==> config.mk <==
export PLATFORM = sky130hd
export DESIGN_NAME = mac_seq_ctrl
export DESIGN_NICKNAME = d
export VERILOG_FILES = /design/src/rtl/mac_seq_ctrl.sv
export SDC_FILE = /design/constraint.sdc
export NUM_CORES = 1
export LEC_CHECK = 0
export ABC_AREA = 1
export BUFFER_PORTS_ARGS = -buffer_cell sky130_fd_sc_hd__buf_4
export CAP_MARGIN = 20
export CORE_MARGIN = 5
export CORE_UTILIZATION = 47
export CTS_CLUSTER_DIAMETER = 80
export DETAILED_ROUTE_END_ITERATION = 8
export HOLD_SLACK_MARGIN = 0.06
export PLACE_DENSITY = 0.92
export REMOVE_ABC_BUFFERS = 1
export SYNTH_ARGS = -nofsm -noshare
export SYNTH_HDL_FRONTEND = slang
export SYNTH_SLANG_ARGS = --single-unit
==> constraint.sdc <==
create_clock -name clk -period 1.55 [get_ports clk]
set_input_delay 0 -clock clk [delete_from_list [all_inputs] [get_ports clk]]
set_output_delay 0 -clock clk [all_outputs]
set_load 0.02 [all_outputs]
==> src/rtl/mac_seq_ctrl.sv <==
// Sequencer for the 4-lane MAC/adder-tree datapath: streams len x/w groups from a sync-read SRAM and accumulates their dot product.
// Latency: result_valid pulses len+2 clocks after start is accepted (1 clock for len=0); start is ignored while busy.
module mac_seq_ctrl #(
    parameter int bw      = 4,
    parameter int psum_bw = 16,
    parameter int len_bw  = 8,
    parameter int addr_bw = 8
) (
    input  logic                 clk,
    input  logic                 reset_n,
    input  logic                 start,
    input  logic [len_bw-1:0]    len,
    input  logic [addr_bw-1:0]   base_addr,
    input  logic [psum_bw-1:0]   bias,
    output logic                 busy,
    output logic                 mem_rd,
    output logic [addr_bw-1:0]   mem_addr,
    input  logic [4*bw-1:0]      mem_x_data,
    input  logic [4*bw-1:0]      mem_w_data,
    output logic [4*bw-1:0]      mac_x,
    output logic [4*bw-1:0]      mac_w,
    output logic [psum_bw-1:0]   mac_psum,
    input  logic [psum_bw-1:0]   mac_out,
    output logic [psum_bw-1:0]   result,
    output logic                 result_valid
);

    typedef enum logic [1:0] {
        S_IDLE,
        S_RUN,
        S_DRAIN,
        S_DONE
    } state_t;

    state_t               r_state;
    state_t               w_state_nxt;
    logic [len_bw-1:0]    r_remain;
    logic [addr_bw-1:0]   r_addr;
    logic [psum_bw-1:0]   r_acc;
    logic [psum_bw-1:0]   r_result;
    logic                 r_d_vld;
    logic [psum_bw-1:0]   w_acc_nxt;
    logic                 w_accept;

    assign w_accept = (r_state == S_IDLE) && start;

    always_comb begin
        w_state_nxt = r_state;
        case (r_state)
            S_IDLE:  if (start) w_state_nxt = (len == '0) ? S_DONE : S_RUN;
            // r_remain counts reads still to issue, including the one issued this cycle
            S_RUN:   if (r_remain == len_bw'(1)) w_state_nxt = S_DRAIN;
            S_DRAIN: w_state_nxt = S_DONE;
            S_DONE:  w_state_nxt = S_IDLE;
            default: w_state_nxt = S_IDLE;
        endcase
    end

    assign busy         = (r_state != S_IDLE);
    assign mem_rd       = (r_state == S_RUN);
    assign mem_addr     = mem_rd ? r_addr : '0;
    assign mac_x        = r_d_vld ? mem_x_data : '0;
    assign mac_w        = r_d_vld ? mem_w_data : '0;
    assign mac_psum     = r_acc;
    assign w_acc_nxt    = r_d_vld ? mac_out : r_acc;
    assign result       = r_result;
    assign result_valid = (r_state == S_DONE);

    always_ff @(posedge clk or negedge reset_n) begin
        if (!reset_n) begin
            r_state  <= S_IDLE;
            r_remain <= '0;
            r_addr   <= '0;
            r_acc    <= '0;
            r_result <= '0;
            r_d_vld  <= 1'b0;
        end else begin
            r_state <= w_state_nxt;
            r_d_vld <= mem_rd;
            if (w_accept) begin
                r_remain <= len;
                r_addr   <= base_addr;
                r_acc    <= bias;
            end else begin
                r_acc <= w_acc_nxt;
                if (mem_rd) begin
                    r_remain <= r_remain - len_bw'(1);
                    r_addr   <= r_addr + addr_bw'(1);
                end
            end
            // the last group is folded in during DRAIN, so capture the post-add value
            if (w_accept && (len == '0))
                r_result <= bias;
            else if (r_state == S_DRAIN)
                r_result <= w_acc_nxt;
        end
    end

endmodule

==> out/qor.yml <==
outcome:
  status: "finished clean"
critical_path:
  crit_required_ns: 1.81
  reg2reg_depth: 9
  critical_path_class: "flip-flop to flip-flop"
  worst-path-stages: 9
  arrival_ns: 1.73
  crit_start: "r_state[0]$_DFFE_PN0P_"
  cpLargestDelayFamily: "flip-flops"
  end_kind: "flip-flop"
  path_cells: "inv_1, ha_1, nand2_2, inv_4, nor2_4, inv_1, o21ai_0, inv_1, nand2_1"
  r2r_start: "r_state[0]$_DFFE_PN0P_"
  cp-endpoint: "r_remain[7]$_DFFE_PN0P_"
  cp-start-kind: "flip-flop"
  reg2reg_to: "r_remain[7]$_DFFE_PN0P_"
  crit_path_frequent_cell: "inv_1"
  cp_num_buf_inv: 4
  cp_max_fo: 6
  r2r_slack_ns: 0.08
  critPathMaxStageDelay_ns: 0.36
  critical-path-slowest-cell: "dfrtp_1"
routing:
  firstDrtPassIters: 4
  ant_nets: 0
  vias: 3897
  wl_mm: 11.1
  drc_errors: 0
  first_iter_violations: 233
  avgRoutedWirePerCell_um: 14.1
  vias_per_cell: 4.91
clock_tree:
  cts_buffers: 5
  cts_max_level: 2
  cts_max_path_buffers: 2
  insertion_delay_ns: 0.31
  path_clk_slew_ns: 0.10
  cts_tree: "yes"
  cts_num_sinks: 51
  ctsRootBufferMaster: "clkbuf_8"
global_route:
  grt.overflow.total: 0
  antenna_found_initial: 0
  grt_max_degree: 52
  grt_pass1_vias: 3706
  grtUsageTotal_pct: 25.2
  grt_pass1_wl_mm: 17.6
floorplan:
  dieHeight_um: 93.3
  io_pins: 158
  die_w_um: 93.3
  start_util_pct: 48.3
  core_um2: 6760
  die_area_um2: 8710
  fp-row-count: 30
layout:
  fill_cells: 447
  diodes: 0
  final_common_cell: "nand2_1"
  drive_gt1_share_pct: 28.3
  nets: 803
  final_area_um2: 5240
  final_cell_mix: "182 x nand2_1, 181 x buf_4, 101 x inv_1, 53 x nand3_1, 50 x dfrtp_1"
  syn_to_final_growth_pct: 60.6
timing:
  finalHoldViolCount: 0
  hold_slack_ns: 0.0783
  timing.fmax_mhz: 680
  tns_ns: 0
  fin_crit_sh_pct: 94.9
  finalSetupViolCount: 0
  fin_skew_ns: 0.00657
  setup_ws_ns: 0.0798
  min_period_ns: 1.47
  tightest_slew_ns: 0.658
  maxSlewViolCount: 0
  slew_headroom_pct: 56.1
synth:
  seq_area_frac_synth_pct: 39.1
  yosysUniqueCellTypes: 24
  yosysWarnings: 0
  syn_area_per_cell_um2: 6.55
  synth-seq-cells: 51
  netlist_instances: 498
  syn-cell-area_um2: 3260
run:
  max_cap_violations: 0
place:
  gp_congestion: 0.880
  hpwl_mm: 7.85
  post-place-ws_ns: -0.106
  place_area_um2: 4560
  port_buffers: 157
power:
  p_total_w: 0.00937
  leakagePower_nw: 3.15
  ir_drop_v: 0.000962
  p_per_area_nw_per_um2: 1790
min_path:
  whs_path_depth: 5
  hp-class: "input pin to flip-flop"
==> kinds of logic after synthesis <==
logic type	Yosys count	synth area share [%]
fa+ha+maj	8	3.07
buf+inv	126	15.9
xor+xnor	4	1.07
flops	51	39.1
compound gates	46	7.71
simple gates	263	33.1
==> worst min path at each step <==
stage,slack [ns],startpoint,to
5_1_grt,0.11,mac_out[14],mac_psum[14]$_DFF_PN0_
3_3_place_gp,0.07,reset_n,r_remain[5]$_DFFE_PN0P_
6_report,0.08,mac_out[14],mac_psum[14]$_DFF_PN0_
3_5_place_dp,0.08,reset_n,r_remain[5]$_DFFE_PN0P_
4_1_cts,0.07,mac_out[8],mac_psum[8]$_DFF_PN0_
2_1_floorplan,-0.30,reset_n,mac_psum[0]$_DFF_PN0_
==> synth_stat cells, drive strengths merged <==
| master | n | area share, % |
|---|---|---|
| nand4 | 2 | 0.38 |
| buf | 19 | 3.6 |
| o211ai | 1 | 0.23 |
| xor2 | 4 | 1.1 |
| o21ai | 36 | 5.5 |
| o31ai | 1 | 0.23 |
| o221ai | 1 | 0.27 |
| ha | 8 | 3.1 |
| clkbuf | 2 | 0.23 |
| inv | 104 | 12 |
| nand2 | 185 | 22 |
| nor2 | 23 | 3.1 |
| nand3 | 53 | 8.1 |
| clkinv | 1 | 0.11 |
| a21oi | 2 | 0.31 |
| dfrtp | 51 | 39 |
| o21bai | 5 | 1.2 |
==> per-layer routing <==
metal	vias to the layer above	wire (µm)	GRT usage, %
met5	-	0	0
met4	0	331	8.18
met2	186	5840	48.4
li1	1916	-	-
met3	31	987	5.47
met1	1764	3980	27.0
==> power by group <==
group	internal, W	switching [W]
Clock	0.000644	0.000466
Sequential	0.00198	0.000488
Combinational	0.00240	0.00340
Total	0.00502	0.00435
==> stage by stage <==
step,util [%],std cells
finish,77.6,793
global route,77.6,793
CTS,76.6,786
detailed placement,67.5,731
global placement,67.5,731
floorplan,-,477
==> tightest hold or removal path, stage by stage <==
cell     delay (ns)
buf_4          0.08
nand2_1        0.03
o21ai_0        0.10
nand2_1        0.06
o21ai_0        0.08
==> final cells by class <==
cell class / count / area (µm²) / area share, %
timing repair buffer: 228 / 1840 / 35.1
multi-input combinational: 321 / 1490 / 28.3
sequential: 51 / 1280 / 24.4
inverter: 105 / 399 / 7.62
tap: 80 / 100 / 1.91
clock buffer: 5 / 68.8 / 1.31
clock inverter: 3 / 67.6 / 1.29
==> flip-flops by register name, indices dropped and copies added, names as in the netlist <==
signal / flops
r_d_vld: 1
r_state: 2
result: 16
mac_psum: 16
r_addr: 8
r_remain: 8
==> what timing repair did <==
item	4_1_cts	5_1_grt
hold buffers	44	0
pin swaps	0	3
setup endpoints to repair	35	31
endpoints found under the hold margin	100	0
resized for setup	6	5
setup buffers	3	7
(Power assumes the default switching activity.)
